[config.mk]
export PLATFORM = sky130hd
export DESIGN_NAME = instr_encoder
export DESIGN_NICKNAME = d
export VERILOG_FILES = /design/src/rtl/instr_encoder.sv
export SDC_FILE = /design/constraint.sdc
export NUM_CORES = 1
export LEC_CHECK = 0
export CAP_MARGIN = 25
export CELL_PAD_IN_SITES_DETAIL_PLACEMENT = 1
export CELL_PAD_IN_SITES_GLOBAL_PLACEMENT = 2
export CORE_MARGIN = 5
export CORE_UTILIZATION = 25
export CTS_BUF_LIST = sky130_fd_sc_hd__clkbuf_4
export DETAILED_ROUTE_END_ITERATION = 10
export PLACE_DENSITY_LB_ADDON = 0.1
export SLEW_MARGIN = 10
export SYNTH_ARGS = -nofsm -noshare
export SYNTH_HDL_FRONTEND = slang
export SYNTH_SLANG_ARGS = --single-unit
[constraint.sdc]
create_clock -name clk -period 3 [get_ports clk]
set_input_delay 0.6 -clock clk [delete_from_list [all_inputs] [get_ports clk]]
set_output_delay 0.6 -clock clk [all_outputs]
set_load 0.02 [all_outputs]
[src/rtl/instr_encoder.sv]
// RV32I instruction word assembler: packs decoded fields into a 32-bit word,
// range-checks the immediate and writes accepted words sequentially to memory.
module instr_encoder #(
  parameter int ADDR_WIDTH = 10,
  parameter int DEPTH      = 1024,
  parameter int BASE_ADDR  = 0
) (
  input  logic                  clk,
  input  logic                  rst,
  input  logic                  in_valid,
  output logic                  in_ready,
  input  logic [2:0]            cls,
  input  logic [4:0]            rd,
  input  logic [4:0]            rs1,
  input  logic [4:0]            rs2,
  input  logic [2:0]            funct3,
  input  logic [6:0]            funct7,
  input  logic [31:0]           imm,
  output logic                  mem_we,
  output logic [ADDR_WIDTH-1:0] mem_addr,
  output logic [31:0]           mem_wdata,
  input  logic                  mem_ack,
  output logic [ADDR_WIDTH:0]   count,
  output logic                  full,
  output logic                  err
);

  localparam logic [ADDR_WIDTH-1:0] BASE_A  = ADDR_WIDTH'(BASE_ADDR);
  localparam logic [ADDR_WIDTH:0]   DEPTH_C = (ADDR_WIDTH+1)'(DEPTH);

  localparam logic [2:0] CLS_R      = 3'd0;
  localparam logic [2:0] CLS_LOAD   = 3'd1;
  localparam logic [2:0] CLS_IALU   = 3'd2;
  localparam logic [2:0] CLS_STORE  = 3'd3;
  localparam logic [2:0] CLS_JAL    = 3'd4;
  localparam logic [2:0] CLS_BRANCH = 3'd5;
  localparam logic [2:0] CLS_LUI    = 3'd6;
  localparam logic [2:0] CLS_JALR   = 3'd7;

  typedef enum logic {IDLE = 1'b0, WRITE = 1'b1} state_e;

  state_e                state_q, state_d;
  logic [31:0]           word_q, word_d;
  logic [ADDR_WIDTH:0]   count_q, count_d;
  logic                  full_q, full_d;
  logic                  err_q, err_d;
  logic [31:0]           enc_word_s;
  logic                  imm_ok_s;

  function automatic logic [31:0] encode(
    input logic [2:0]  c,
    input logic [4:0]  d,
    input logic [4:0]  s1,
    input logic [4:0]  s2,
    input logic [2:0]  f3,
    input logic [6:0]  f7,
    input logic [31:0] im
  );
    logic [31:0] w;
    case (c)
      CLS_R:      w = {f7, s2, s1, f3, d, 7'd51};
      CLS_LOAD:   w = {im[11:0], s1, f3, d, 7'd3};
      CLS_IALU:   w = {im[11:0], s1, f3, d, 7'd19};
      CLS_STORE:  w = {im[11:5], s2, s1, f3, im[4:0], 7'd35};
      CLS_JAL:    w = {im[20], im[10:1], im[11], im[19:12], d, 7'd111};
      CLS_BRANCH: w = {im[12], im[10:5], s2, s1, f3, im[4:1], im[11], 7'd99};
      CLS_LUI:    w = {im[31:12], d, 7'd55};
      CLS_JALR:   w = {im[11:0], s1, 3'd0, d, 7'd103};
      default:    w = 32'd0;
    endcase
    return w;
  endfunction

  // Sign-extension check: the dropped upper bits must all equal the sign bit.
  function automatic logic imm_fits(input logic [2:0] c, input logic [31:0] im);
    logic ok;
    case (c)
      CLS_LOAD, CLS_IALU, CLS_STORE, CLS_JALR:
        ok = (&im[31:11]) | ~(|im[31:11]);
      CLS_BRANCH: ok = ((&im[31:12]) | ~(|im[31:12])) & ~im[0];
      CLS_JAL:    ok = ((&im[31:20]) | ~(|im[31:20])) & ~im[0];
      default:    ok = 1'b1;
    endcase
    return ok;
  endfunction

  assign enc_word_s = encode(cls, rd, rs1, rs2, funct3, funct7, imm);
  assign imm_ok_s   = imm_fits(cls, imm);

  always_ff @(posedge clk) begin
    if (rst) begin
      state_q <= IDLE;
      word_q  <= 32'd0;
      count_q <= '0;
      full_q  <= 1'b0;
      err_q   <= 1'b0;
    end else begin
      state_q <= state_d;
      word_q  <= word_d;
      count_q <= count_d;
      full_q  <= full_d;
      err_q   <= err_d;
    end
  end

  always_comb begin
    state_d = state_q;
    word_d  = word_q;
    count_d = count_q;
    full_d  = full_q;
    err_d   = err_q;
    case (state_q)
      IDLE: begin
        if (in_valid && !full_q) begin
          if (imm_ok_s) begin
            word_d  = enc_word_s;
            state_d = WRITE;
          end else begin
            err_d = 1'b1;
          end
        end else begin
          state_d = IDLE;
        end
      end
      WRITE: begin
        if (mem_ack) begin
          count_d = count_q + {{ADDR_WIDTH{1'b0}}, 1'b1};
          full_d  = (count_d == DEPTH_C);
          state_d = IDLE;
        end else begin
          state_d = WRITE;
        end
      end
      default: state_d = IDLE;
    endcase
  end

  assign in_ready  = (state_q == IDLE) && !full_q;
  assign mem_we    = (state_q == WRITE);
  assign mem_addr  = BASE_A + count_q[ADDR_WIDTH-1:0];
  assign mem_wdata = word_q;
  assign count     = count_q;
  assign full      = full_q;
  assign err       = err_q;

endmodule

[After elaboration in Yosys (flattened, before gate mapping)]
Cells that the tools add are included.
Storage, ports and cells
  memory bits (writable): 0
  memory bits (read-only): 0
  word-level logic and storage cells: 45
  bits in latches: 0
  memories kept: 0
  register bits after elaboration: 46
Operators by class
  divide/modulo/power cells: 0
  reductions and logical operators: 14
  equal/unequal tests: 8
  magnitude comparators: 0
  shifts and indexed selects: 0
  multipliers: 0
  muxes and demuxes: 6
  bitwise gates (word level): 11
  $add $sub $neg: 1
Operator list (number)
  one-hot mux 32 bit (8 select lines): 1
  AND reduction 21 bit: 1
  OR reduction 21 bit: 1
  AND reduction 20 bit: 1
  OR reduction 20 bit: 1
  equality test 3 bit (second input constant): 4
  AND reduction 12 bit: 1
  OR reduction 12 bit: 1
  adder 11 x 1 -> 11 bit (second input constant): 1
  equality test 11 bit (second input constant): 1
  equality test 3 x 2 -> 1 bit (second input constant): 2
  inverter 1 bit: 6
  AND reduction 3 bit: 2
  OR reduction 4 bit: 1
  equality test 3 x 1 -> 1 bit (second input constant): 1
  zero test 3 bit: 1
  two-way mux 1 bit: 3
  OR 1 bit: 3
  one-hot mux 1 bit (3 select lines): 1
  AND 1 bit: 2
  logical AND 1 bit: 2
  one-hot mux 1 bit (2 select lines): 1
  AND reduction 2 bit: 1
  zero test 1 bit: 1

[Depth between registers and ports, before layout]
  depth after elaboration: 8
  mapped depth: 8
  mapped depth without buffers: 7

[Least setup slack after synthesis]
OpenSTA, ideal clock, no wires.
  kind: in2reg
  start: input port imm[19]
  end: register word_q[5], in the netlist mem_wdata[5]
  path slack: 0.797 ns
  cell stages on the path: 6
  arrival time: 2.133 ns
  required time: 2.930 ns
  buffers on the path: 0
  cell sequence: or4_4 -> o21ai_1 -> a22oi_2 -> o211a_4 -> or3_1 -> a21oi_1
On the way
  longest elaborated chain between the ends: 6
  elaborated cells between the ends (all ways): 11
Ends and longest elaborated chain
  start, declared: RTL line 18  | input logic [31:0] imm,
  OR reduction 20 bit: RTL line 80  | CLS_BRANCH: ok = ((&im[31:12]) | ~(|im[31:12])) & ~im[0];
  inverter 1 bit: RTL line 80
  OR 1 bit: RTL line 80
  AND 1 bit: RTL line 80
  one-hot mux 1 bit (3 select lines) (*): RTL line 77  | case (c)
  AND reduction 3 bit (no line) (*)
  end signal, assigned: RTL line 99  | word_q <= word_d;
  end, declared: RTL line 43  | logic [31:0] word_q, word_d;
Mark *: on every way between the ends. The rest lies on a longest branch, timed or not.
A chain may end at the register's enable or synchronous reset.

[Final worst setup path]
  start: input port cls[1]
  end: register word_q[9], in the netlist mem_wdata[9]
On the way
  longest elaborated chain between the ends: 4
  elaborated cells between the ends (all ways): 12
Ends and longest elaborated chain
  start, declared: RTL line 12  | input logic [2:0] cls,
  equality test 3 x 1 -> 1 bit (tied with other cells): RTL line 60, 77
  OR reduction 4 bit: RTL line 77
  one-hot mux 1 bit (3 select lines): RTL line 77
  AND reduction 3 bit (no line)
Several ways; a longest one is shown, not always the timed one. The select of a mux whose other input is x is not followed.

==> results.md <==
Synth:
- In the synthesized netlist the dominant register cell turns out to be dfxtp_1.
- The summed instance area of the synthesized netlist is 2710 um2.
- After synthesis, the largest family of logic cells by area is simple AND/OR/NAND/NOR gates.
- By count the netlist is led by o21ai_0, dfxtp_1, a21oi_1, nand2_1, nand3_1.
- The netlist uses 45 different library cells.
- The post-synthesis async set-or-reset flop share is 0%.
- Of the post-synthesis cell area, the part taken by muxes is 6.42%.
- The number of flops mapped to enable cells by yosys is 0.
- Yosys attributes the largest share of cell area to dfxtp_1, o21ai_0, a21oi_1, nand3_1, mux2_2.
- The sequential fraction of the synthesis area is 33.3%.
- The synthesized netlist devotes 0.462% of its cell area to adder and majority cells.
- The synthesized-area fraction occupied by ao, oa, aoi and oai cells is between 20% and 30%.
- The largest total area in the synthesized netlist belongs to dfxtp_1.
- The xor/xnor cell area share of the yosys netlist is 4.20%.
- The cell count after synthesis came out at 351.
- Yosys printed 0 warnings.
- In this run the mean area of a mapped cell was 7.72 um2.
- The synthesized design contains 45 register bits.
- The synthesized netlist net count is 416.
- The most used standard cell by instance count after synthesis is o21ai_0.
- The share of the synthesized area in the top cell type is 33.3%.
- The share of synthesized cell area in and, or, nand and nor gates is 24.5%.

Floorplanning:
- For this design the top-level I/O count stands at 121.
- The initialized floorplan defines 38 standard-cell rows.
- From left edge to right edge, the die measures ~110 um.
- The initial utilization of the core area, before any placement, comes to 25.2%.
- The chip height is ~110 um.
- The placeable core region is 10700 um2.
- The floorplan die area is 13000 um2.

Clock network:
- Clock latency on the worst-skew pair, taken at its later pin, is around 400 ps.
- The number of gates resized after CTS is 0.
- The clock root buffer master is clkbuf_4.
- The post-CTS setup buffer count is 0.
- The number of hold buffers added after CTS was 0.
- The clock slew seen by the registers of the worst setup and hold paths is 150 ps.
- The deepest clock path buffer count is 2.
- The tree built by TritonCTS fans out to 45 sinks.
- TritonCTS built the clock tree.
- The number of buffers created by CTS is 5.
- In this run the number of H-tree levels came out at 2.

Status:
- The flow ran to the end, and the final reports show no timing, DRC or antenna violations.

Detailed routing:
- The post-detailed-route DRC marker count is 0.
- The routed via count divided by cell count is 4.97.
- After the first detailed-routing iteration, the DRC count stood at slightly below 100.
- The total number of vias is a little under 3000.
- Once detail routing completed, the nets flagged for antenna violations numbered 0.
- The detailed-router iteration count before antenna repair is 4.
- The final layout contains routed wiring with a total length of 10200 um.
- The detail-routed net length per standard cell is roughly 17 um.

Power and ir drop:
- The combinational share of power is 27.8%.
- Per report_power, the clock group accounts for 24.9% of the total.
- Of the total power, the share spent switching nets is between 30% and 40%.
- For this design the static power due to leakage is 1.37 nW.
- The worst-case IR drop observed on VDD is about 150 uV.
- The cell area power density is 325 nW/um2.
- Sequential cells account for between 40% and 50% of the total power.
- Internal power comes to around 910 uW.
- The net switching power is 414 uW.

Layout:
- From synthesis to final layout, the design area changed by 51.1%.
- The number of filler cells placed in the layout is 1292.
- The post-route netlist has 8.99% of its cells at a drive strength greater than 1.
- 0 antenna diodes ended up in the layout.
- At the end of the flow, the number of nets in the layout was 520.
- Cells fill 38.1% of the core in the end.

Setup path:
- In this run the critical register-to-register path is launched from mem_we.
- The nature of the critical path startpoint is an input pin.
- The worst register-to-register path has a depth of 5.
- By startpoint and endpoint, the worst setup path is classified as in2reg.
- The critical path ends at mem_wdata[9].
- The critical path data required time is about 3300 ps.
- The signal on the critical path passes through clkdlybuf4s50_1, or3b_1, o21ai_0, a22oi_2, o211ai_4, buf_4, nand3_1, a21oi_1.
- Of all nets on the critical path, the largest fanout is 7.
- The arrival time reported for the critical path endpoint is between 2000 and 3000 ps.
- STA classifies the critical path endpoint as a flop.
- In this run the worst setup path begins at cls[1].
- Across all register-to-register paths, the minimum setup slack is 1130 ps.
- The capture instance of the worst register-to-register path is mem_wdata[11].
- The cell with the largest stage delay on the worst path is clkdlybuf4s50_1.
- The worst stage delay on the critical path is just under 600 ps.

Global route:
- Entering global routing, the biggest net connects 38 pins.
- The global-route wire length before repair is 16600 um.
- Summed over all layers, the global routing overflow is 0.
- The initial antenna violation count is 0.
- The global routing usage summed across all routing layers is approximately 16%.
- The via count of the first global-routing pass is 3195.

STA:
- The worst pin sits at a relative slew slack of 49.4%.
- In the final timing run, aggregate negative setup slack is 0 ps.
- The max-slew violation count is 0.
- Setup violations remaining at the end of the flow were counted as 0.
- The time the final worst path needs with I/O delays and setup is 2440 ps.
- The final hold violation count came to 0.
- The transition time at the pin with the least slew margin is 757 ps.
- In the finished design, the share of the clock period the worst path needs comes to 81.2%.
- The slack of the critical path is roughly 560 ps.
- Setup repair after global routing left no endpoint under its margin.
- Static timing analysis puts the maximum clock frequency at 0.411 GHz.
- For the final database, setup skew stands at 14.4 ps.

Place:
- At the end of routability-driven placement, the weighted congestion stood at 0.778.
- In this run the tool buffered the top-level ports with between 100 and 150 buffer cells.
- Summed over all nets, the half-perimeter wirelength after detailed placement is 8050 um.
- Before CTS, the worst setup slack after placement is approximately 160 ps.

Min path:
- In this run the most critical hold path is launched from mem_wdata[16].
- The classification of the worst-slack hold path is reg2reg.

Job:
- The total of max-cap violations is 0.
layout make-up:
cell class | count | area [um2] | share of cell area [%]
inverter | 1 | 3.75 | 0.0917
clock buffer | 7 | 52.6 | 1.28
multi-input combinational | 268 | 1610 | 39.4
clock inverter | 1 | 7.51 | 0.183
sequential | 45 | 901 | 22.0
timing repair buffer | 134 | 1340 | 32.7
tap | 140 | 175 | 4.28
kinds of logic after synthesis:
| group | Yosys count |
|---|---|
| DFF | 45 |
| AOI/OAI and AO/OA | 110 |
| and+or+nand+nor | 129 |
| buffers and inverters | 38 |
| xor gates and xnor gates | 13 |
| muxes | 15 |
| adders and majority gates | 1 |
power groups by stage:
stage,clock [mW],combinational (mW),sequential [mW]
3_3_place_gp,0,0.369,0.643
5_1_grt,0.366,0.405,0.632
2_1_floorplan,0,0.149,0.663
6_report,0.331,0.369,0.629
3_5_place_dp,0,0.373,0.643
4_1_cts,0.356,0.375,0.630
worst max-delay path, delay by kind of cell:
family	cells	cell delay, ps
AO/OA/AOI/OAI	4	760
buffers and inverters	2	800
AND/OR/NAND/NOR	2	580
worst min path at each step:
stage | end | slack, ps | depth (start not counted)
floorplan | full | 540 | 2
global placement | mem_wdata[23] | 460 | 2
CTS | mem_wdata[16] | 490 | 2
detailed placement | mem_wdata[16] | 470 | 2
finish | mem_wdata[16] | 490 | 2
global route | mem_wdata[4] | 520 | 2
cell usage in the layout (no fill, tap or decap), types with 2 or more instances in the layout:
cell               n
and3_1             2
or4_4              2
nand2_1           26
nor4_1             4
nor3_1             4
buf_12             3
a22o_1             4
mux2_2             9
or3_1              3
nand3b_1           2
nand3_1           26
xor2_1             9
o21ai_0           50
or2_0              2
mux2i_1            5
xnor2_1            4
nor2_1            25
nand4_1           13
o22ai_1            5
buf_4             11
a22oi_1            6
clkbuf_4           7
a21oi_1           35
and2_1             3
dfxtp_1           45
nand2b_1           6
nor2b_1            7
clkdlybuf4s50_1  119
flip-flops by register name, summed over array words and instances (netlist names):
name / cells
count: 11
mem_we: 1
mem_wdata: 31
err: 1
full: 1
per-layer routing:
layer / share of wire, % / GRT usage [%] / up-vias / wire (um)
li1: - / - / 1469 / -
met1: 45 / 20.1 / 1413 / 4610
met2: 49 / 28.1 / 70 / 5050
met3: 4.6 / 3.33 / 9 / 470
met4: 1.1 / 3.96 / 0 / 112
met5: 0 / 0 / - / 0
per-stage QoR:
stage,power (mW),instances,cell area [um2],hold WS [ps]
2_1_floorplan,0.813,351,2710,542
4_1_cts,1.36,596,4090,492
3_3_place_gp,1.01,588,4030,461
3_5_place_dp,1.02,588,4030,472
5_1_grt,1.40,596,4090,521
6_report,1.33,596,4090,490
No activity file was read; power rests on OpenSTA's default activity.
